$ cat src/rtl/msg_frame_pkg.sv
// Shared types and constants for the message framing controller.
package msg_frame_pkg;

  typedef enum logic [2:0] {
    IDLE = 3'd0,
    LEN  = 3'd1,
    DATA = 3'd2,
    CSUM = 3'd3,
    HOLD = 3'd4
  } frameState_t;

  localparam logic [1:0] ERR_NONE    = 2'd0;
  localparam logic [1:0] ERR_BADLEN  = 2'd1;
  localparam logic [1:0] ERR_TIMEOUT = 2'd2;
  localparam logic [1:0] ERR_CSUM    = 2'd3;

  localparam logic [7:0] SYNC_DEFAULT = 8'h7E;

  function automatic logic [7:0] satInc8(input logic [7:0] v);
    return (v == 8'hFF) ? v : v + 8'd1;
  endfunction

endpackage

$ cat src/rtl/msg_frame_timer.sv
// Inter-byte timeout counter: cleared by any received byte, runs only while enabled,
// and emits a single-cycle expiry on the TIMEOUT_CYC-th idle clock.
module msg_frame_timer #(
  parameter int TIMEOUT_CYC = 69440
) (
  input  logic clk,
  input  logic rstN,
  input  logic clr,
  input  logic en,
  output logic expired
);

  localparam int CW = $clog2(TIMEOUT_CYC + 1);
  localparam logic [CW-1:0] LAST = CW'(TIMEOUT_CYC - 1);

  logic [CW-1:0] cnt;

  assign expired = en && !clr && (cnt == LAST);

  always_ff @(posedge clk or negedge rstN) begin
    if (!rstN) begin
      cnt <= '0;
    end else if (clr || !en || expired) begin
      cnt <= '0;
    end else begin
      cnt <= cnt + CW'(1);
    end
  end

endmodule

$ cat src/rtl/msg_frame_ctrl.sv
// Sync/length/payload[/checksum] frame receiver writing payload into a message buffer.
// Optional checksum byte enabled by defining MSG_FRAME_CSUM_EN.
module msg_frame_ctrl
  import msg_frame_pkg::*;
#(
  parameter int         MAX_LEN     = 10,
  parameter int         TIMEOUT_CYC = 69440,
  parameter logic [7:0] SYNC_BYTE   = SYNC_DEFAULT
) (
  input  logic       CLK,
  input  logic       reset,
  input  logic       rx_valid,
  input  logic [7:0] rx_data,
  output logic       buf_we,
  output logic [3:0] buf_addr,
  output logic [7:0] buf_wdata,
  output logic       done_valid,
  input  logic       done_ack,
  output logic [3:0] frame_len,
  output logic       frame_err,
  output logic [1:0] err_code,
  output logic       busy,
  output logic [7:0] drop_cnt
);

  localparam logic [7:0] MAX_LEN_B = 8'(MAX_LEN);

  frameState_t state, stateNext;
  logic [3:0]  lenQ, lenNext, idxQ, idxNext;
  logic        weNext, doneNext, errNext;
  logic [3:0]  addrNext, flenNext;
  logic [7:0]  wdataNext, dropNext;
  logic [1:0]  codeNext;
  logic        timerEn, timeout;
`ifdef MSG_FRAME_CSUM_EN
  logic [7:0]  csumQ, csumNext;
`endif

  assign timerEn = (state == LEN) || (state == DATA) || (state == CSUM);
  assign busy    = (state != IDLE);

  msg_frame_timer #(.TIMEOUT_CYC(TIMEOUT_CYC)) uTimer (
    .clk    (CLK),
    .rstN   (reset),
    .clr    (rx_valid),
    .en     (timerEn),
    .expired(timeout)
  );

  always_ff @(posedge CLK or negedge reset) begin
    if (!reset) begin
      state      <= IDLE;
      lenQ       <= '0;
      idxQ       <= '0;
      buf_we     <= 1'b0;
      buf_addr   <= '0;
      buf_wdata  <= '0;
      done_valid <= 1'b0;
      frame_len  <= '0;
      frame_err  <= 1'b0;
      err_code   <= '0;
      drop_cnt   <= '0;
`ifdef MSG_FRAME_CSUM_EN
      csumQ      <= '0;
`endif
    end else begin
      state      <= stateNext;
      lenQ       <= lenNext;
      idxQ       <= idxNext;
      buf_we     <= weNext;
      buf_addr   <= addrNext;
      buf_wdata  <= wdataNext;
      done_valid <= doneNext;
      frame_len  <= flenNext;
      frame_err  <= errNext;
      err_code   <= codeNext;
      drop_cnt   <= dropNext;
`ifdef MSG_FRAME_CSUM_EN
      csumQ      <= csumNext;
`endif
    end
  end

  always_comb begin
    stateNext = state;
    lenNext   = lenQ;
    idxNext   = idxQ;
    weNext    = 1'b0;
    addrNext  = buf_addr;
    wdataNext = buf_wdata;
    doneNext  = done_valid;
    flenNext  = frame_len;
    errNext   = 1'b0;
    codeNext  = err_code;
    dropNext  = drop_cnt;
`ifdef MSG_FRAME_CSUM_EN
    csumNext  = csumQ;
`endif
    case (state)
      IDLE: begin
        if (rx_valid && (rx_data == SYNC_BYTE)) stateNext = LEN;
      end
      LEN: begin
        if (timeout) begin
          errNext = 1'b1; codeNext = ERR_TIMEOUT; stateNext = IDLE;
        end else if (rx_valid) begin
          if ((rx_data != 8'd0) && (rx_data <= MAX_LEN_B)) begin
            lenNext   = rx_data[3:0];
            idxNext   = '0;
            stateNext = DATA;
`ifdef MSG_FRAME_CSUM_EN
            csumNext  = rx_data;
`endif
          end else begin
            errNext = 1'b1; codeNext = ERR_BADLEN; stateNext = IDLE;
          end
        end
      end
      DATA: begin
        if (timeout) begin
          errNext = 1'b1; codeNext = ERR_TIMEOUT; stateNext = IDLE;
        end else if (rx_valid) begin
          weNext    = 1'b1;
          addrNext  = idxQ;
          wdataNext = rx_data;
          idxNext   = idxQ + 4'd1;
`ifdef MSG_FRAME_CSUM_EN
          csumNext  = csumQ ^ rx_data;
`endif
          if (idxQ == lenQ - 4'd1) begin
`ifdef MSG_FRAME_CSUM_EN
            stateNext = CSUM;
`else
            stateNext = HOLD; doneNext = 1'b1; flenNext = lenQ;
`endif
          end
        end
      end
`ifdef MSG_FRAME_CSUM_EN
      CSUM: begin
        if (timeout) begin
          errNext = 1'b1; codeNext = ERR_TIMEOUT; stateNext = IDLE;
        end else if (rx_valid) begin
          if (rx_data == csumQ) begin
            stateNext = HOLD; doneNext = 1'b1; flenNext = lenQ;
          end else begin
            errNext = 1'b1; codeNext = ERR_CSUM; stateNext = IDLE;
          end
        end
      end
`endif
      HOLD: begin
        // Bytes arriving while the consumer owns the buffer are only counted.
        if (rx_valid) dropNext = satInc8(drop_cnt);
        if (done_ack) begin
          doneNext  = 1'b0;
          stateNext = IDLE;
        end
      end
      default: stateNext = IDLE;
    endcase
  end

endmodule

$ cat config.mk
export PLATFORM = sky130hd
export DESIGN_NAME = msg_frame_ctrl
export DESIGN_NICKNAME = d
export VERILOG_FILES = /design/src/rtl/msg_frame_pkg.sv /design/src/rtl/msg_frame_timer.sv /design/src/rtl/msg_frame_ctrl.sv
export SDC_FILE = /design/constraint.sdc
export NUM_CORES = 1
export LEC_CHECK = 0
export CAP_MARGIN = 20
export CORE_MARGIN = 1
export CORE_UTILIZATION = 55
export CTS_CLUSTER_DIAMETER = 150
export DETAILED_ROUTE_END_ITERATION = 8
export PLACE_DENSITY = 0.81
export SLEW_MARGIN = 10
export SYNTH_ARGS = -nofsm -noshare
export SYNTH_HDL_FRONTEND = slang
export SYNTH_SLANG_ARGS = --single-unit
export TNS_END_PERCENT = 100
$ cat constraint.sdc
create_clock -name CLK -period 3.8 [get_ports CLK]
set_clock_uncertainty 0.2 [all_clocks]
set_input_delay 0.38 -clock CLK [delete_from_list [all_inputs] [get_ports CLK]]
set_output_delay 0.38 -clock CLK [all_outputs]
set_load 0.02 [all_outputs]
# Yosys cells after proc, flatten, opt, wreduce, memory -nomap -nowiden
# Index checks and enable logic that the tools add are counted.
# word_totals
reg_bits	57
mem_count	0
mem_bits_ro	0
latch_bits	0
mem_bits_rw	0
out_inout_bits	30
inputBits	12
# classes
add_sub_neg	4
div	0
n_lt_le_gt_ge	1
multipliers	0
eq_ne	21
n_shift	0
mux	34
n_reduce_logical	23
n_bitwise	2
# op_table
op	n
$mux 3	7
$mux 4	5
$add 17x1->17 const B	1
$eq 17x17->1 const B	1
$mux 17	1
$ne 2x2->1 const B	6
$pmux 3 s4	1
$reduce_and 4->1	3
$mux 1	11
$mux 2	5
$reduce_and 5->1	2
$ne 3x2->1 const B	3
$add 8x1->8 const B	1
$eq 8x7->1 const B	1
$eq 8x8->1 const B	1
$le 8x4->1 const B	1
$pmux 4 s2	1
$reduce_bool 8->1	1
$eq 3x2->1 const B	2
$ne 2x1->1 const B	3
$reduce_and 3->1	2
$reduce_and 6->1	1
$add 4x1->4 const B	1
$eq 4x4->1	1
other kinds (13)	23

# Depth between registers and ports, before layout
# depth
word_depth	7
depth_mapped	7

# Hierarchy
# From an unflattened synthesis, not the netlist that was laid out.
# unflattened
cells_unflattened	246
area_unflattened_um2	2746.4
# modules_own_cells
module	instances	cells_per_inst	seq_area_each_um2	area_per_inst_um2
msg_frame_ctrl	1	156	1001.0	1856.8
msg_frame_timer	1	90	425.4	889.6

# Worst setup path after synthesis
# Ideal clock, no wire load.
# synth_path
path_kind	reg-to-reg
startpoint	register lenQ[0]
endpoint	register frame_len[0]
path_stages_with_launch	7
arrival_time_ns	1.618
synth_period_minus_slack_ns	1.942
setup_time_ns	0.125
path_slack_ns	1.858
t_required_ns	3.475
cell_sequence	dfrtp_1 > inv_1 > ha_1 > xor2_1 > nand3_1 > nor4_4 > mux2_2
# synth_between
elab_chain_len	3
# synth_lines
item	line_no	source
from (decl)	msg_frame_ctrl.sv:29	logic [3:0] lenQ, lenNext, idxQ, idxNext;
from (signal assigned)	msg_frame_ctrl.sv:68	lenQ <= lenNext;
$sub 4x1->4	msg_frame_ctrl.sv:130	if (idxQ == lenQ - 4'd1) begin
$eq 4x4->1	msg_frame_ctrl.sv:130	
$reduce_and 4->1 (no source line)	--	
to (signal assigned)	msg_frame_ctrl.sv:74	frame_len <= flenNext;
to (decl)	msg_frame_ctrl.sv:19	output logic [3:0] frame_len,
# Parallel ways exist; a longest one is shown, timed or not.
# A chain may end at the register's enable or synchronous reset.

# Worst setup path after layout
# layout_path
startpoint	register state[2]
endpoint	output busy
# layout_between
elab_chain_len	1
# layout_lines
item	line_no	source
from (decl)	msg_frame_ctrl.sv:28	frameState_t state, stateNext;
from (signal assigned)	msg_frame_ctrl.sv:67	state <= stateNext;
$reduce_bool 3->1	msg_frame_ctrl.sv:40	assign busy = (state != IDLE);
to (decl)	msg_frame_ctrl.sv:22	output logic busy,
# No other way between the ends.

==> impl_metrics.json <==
{
  "numCtsBuffers": 9,
  "fin_setup_tns_ns": 0,
  "core-area_sq_mm": 0.00472,
  "power.leakage_nw": 1.45,
  "path_class": "flip-flop to output pin",
  "slew_violations": 0,
  "peakVddDrop_mv": 0.233,
  "grt_antenna_before_repair": 0,
  "cts_tree": "done",
  "synthXorXnorAreaFrac_pct": 7.68,
  "antenna_cells": 0,
  "yosysSeqAreaShare_pct": 53.1,
  "tightest_slew_ns": 0.692,
  "post_cts_buffers": 0,
  "crit_buf_inv": 1,
  "rsz0062_at_grt": "false",
  "synth_compound_area_share_pct": 7.87,
  "drtIter0Drc": 157,
  "syn2layout_area_growth_pct": 24.2,
  "synthAdderAreaFrac_pct": 1.86,
  "cp-end-kind": "output pin",
  "max_stage_delay_ns": 0.55,
  "p_sw_mw": 0.269,
  "h-tree-depth": 3,
  "met1_length_microns": 2490,
  "yosysUniqueCellTypes": 45,
  "sw_frac_of_total_pct": 22.3,
  "ant_nets": 0,
  "p_comb_share_pct": 7.1,
  "critPathTopFamily": "buffers and inverters",
  "layout_common_cells": "57 x dfrtp_1, 40 x clkdlybuf4s50_1, 21 x mux2_2",
  "max_cap_violations": 0,
  "numPortBuffers": 41,
  "crit_chain": "or3_1, clkdlybuf4s50_1",
  "status": "finished, final reports clean",
  "ys_seq_elements": 57,
  "powerDensity_mw_per_mm2": 362,
  "initial_core_util_pct": 56.9,
  "wirelength_microns": 5360,
  "die_w_microns": 71.9,
  "synth_fp_nets": 255,
  "grt_pass1_vias": 2039,
  "clkSinkCount": 57,
  "vias": 1971,
  "async_flop_share_pct": 100,
  "drive_above_1_share_pct": 15.6,
  "grt_max_degree": 30,
  "cts.reportedPaths.clkPinSlew_ns": 0.06,
  "ys.flop_type": "dfrtp_1",
  "syn_inst": 239,
  "setup_viol": 0,
  "io_pins": 42,
  "timing.fmax_mhz": 431,
  "worst-path-stages": 2,
  "viasPerCell": 5.54,
  "grt_pass1_wl_microns": 9490,
  "slew_headroom_pct": 53.8,
  "drt_first_pass_iters": 4,
  "layout.nets": 303,
  "grt_use_total_pct": 24.6,
  "min_path_type": "flip-flop to flip-flop",
  "cp_max_fo": 9,
  "wl_met2_microns": 2550,
  "fp-row-count": 25,
  "synthSimpleGateAreaFrac_pct": 18.8,
  "synth.mux.area_fraction_pct": 8.80,
  "avgRoutedWirePerCell_microns": 15.0,
  "yosysWarnings": 0,
  "drc_errors": 0,
  "p_seq_share_pct": 52.0,
  "timing.final.crit_period_ns": 2.32,
  "critPathSlowestCell": "clkdlybuf4s50_1",
  "top_layer": "met4",
  "hold_viol": 0,
  "critPathArrivalTime_ns": 1.74,
  "synth_edf_count": 0,
  "place_hpwl_microns": 3660,
  "cts_buffer_depth": 2,
  "synth_area_sq_mm": 0.00269,
  "die_area_sq_mm": 0.00517,
  "insertion_delay_ns": 0.33,
  "cp-start-kind": "flip-flop",
  "dieHeight_microns": 71.9,
  "holdPathStages": 1,
  "synth_top_family_by_area": "simple AND/OR/NAND/NOR gates",
  "cts_root_buf": "clkbuf_8",
  "finalPower_mw": 1.21,
  "r2r_cells": 6,
  "wl_met3_microns": 200,
  "finalCritPeriodShare_pct": 61.1,
  "p_int_mw": 0.938,
  "gp_congestion": 0.937,
  "grt-ovfl-total": 0,
  "fill_cells": 349,
  "cp_data_required_time_ns": 3.22,
  "synth.avg_cell_area_sq_um": 11.2,
  "pwr-share-clk_pct": 40.9,
  "final_common_cell": "dfrtp_1"
}
## what timing repair did
item,4_1_cts,5_1_grt
resized for setup,0,0
hold buffers,1,0
hold endpoints to repair,28,0
## worst paths after layout
kind | endpoint | slack (ns) | start
max | busy | 1.48 | state[2]
max in group asynchronous | idxQ[0] | 2.18 | reset
min reg2reg | uTimer.cnt[0] | 0.27 | uTimer.cnt[0]
max reg2reg | frame_len[0] | 1.52 | lenQ[0]
min | uTimer.cnt[0] | 0.27 | uTimer.cnt[0]
min in group asynchronous | state[1] | 0.41 | reset
## cell type report
class / count / area (sq um) / area share, %
clock buffers: 13 / 169 / 5.06
inverters: 7 / 26.3 / 0.787
multi-input cells: 169 / 1210 / 36.2
flip-flops and latches: 57 / 1430 / 42.7
well taps: 67 / 83.8 / 2.51
repair buffers: 43 / 423 / 12.7
## synth_stat cells, drive strengths merged, types with 3 or more instances
library cell   n  area, sq um
dfrtp         57         1430
mux2          21          236
nor2          21         81.3
xor2          16          140
nand2         14         52.6
nand3         13         70.1
nand4          8         50.1
nor3           8         40.0
a21oi          7         35.0
inv            7         26.3
or3            6         38.8
o21ai          5         25.0
xnor2          5         43.8
ha             4         50.1
a31oi          3         18.8
and3           3         18.8
buf            3         15.0
clkbuf         3         11.3
nand2b         3         18.8
nor2b          3         18.8
o31ai          3         22.5
or4            3         26.3
## through the flow
stage / hold WS, ns / cells / cell area (sq um) / util [%] / worst slack, ns
after global placement: 0.232 / 342 / 3160 / 66.9 / 1.33
after detailed placement: 0.239 / 342 / 3160 / 66.9 / 1.31
final: 0.267 / 356 / 3340 / 70.6 / 1.48
after floorplan: -0.116 / 239 / 2690 / - / 1.86
after global routing: 0.274 / 356 / 3340 / 70.6 / 1.40
after CTS: 0.268 / 356 / 3340 / 70.6 / 1.46
## power by group through the flow
stage | clock, mW | sequential, mW | combinational, mW
after floorplan | 0 | 0.650 | 0.0209
after global placement | 0 | 0.639 | 0.0833
after detailed placement | 0 | 0.639 | 0.0859
after CTS | 0.502 | 0.629 | 0.0875
after global routing | 0.532 | 0.630 | 0.0936
final | 0.494 | 0.628 | 0.0857
## per-layer routing
layer  vias to the layer above  GRT usage (%)
met5                         -              0
met1                       960           33.2
met4                         0           12.4
met2                        49           36.0
li1                        952              -
met3                        10           7.78
## sequential cells by signal, summed over array words and instances (netlist names)
name / flops
frame_err: 1
frame_len: 4
uTimer.cnt: 17
lenQ: 4
state: 3
done_valid: 1
err_code: 2
buf_addr: 4
buf_we: 1
idxQ: 4
drop_cnt: 8
buf_wdata: 8
## cells by family after synthesis
family                     after synthesis
AOI/OAI and AO/OA                       30
adders and majority gates                4
and+or+nand+nor                         92
muxes                                   21
buffers and inverters                   13
xor gates and xnor gates                22
DFF                                     57
Power figures use the tool's default switching activity.
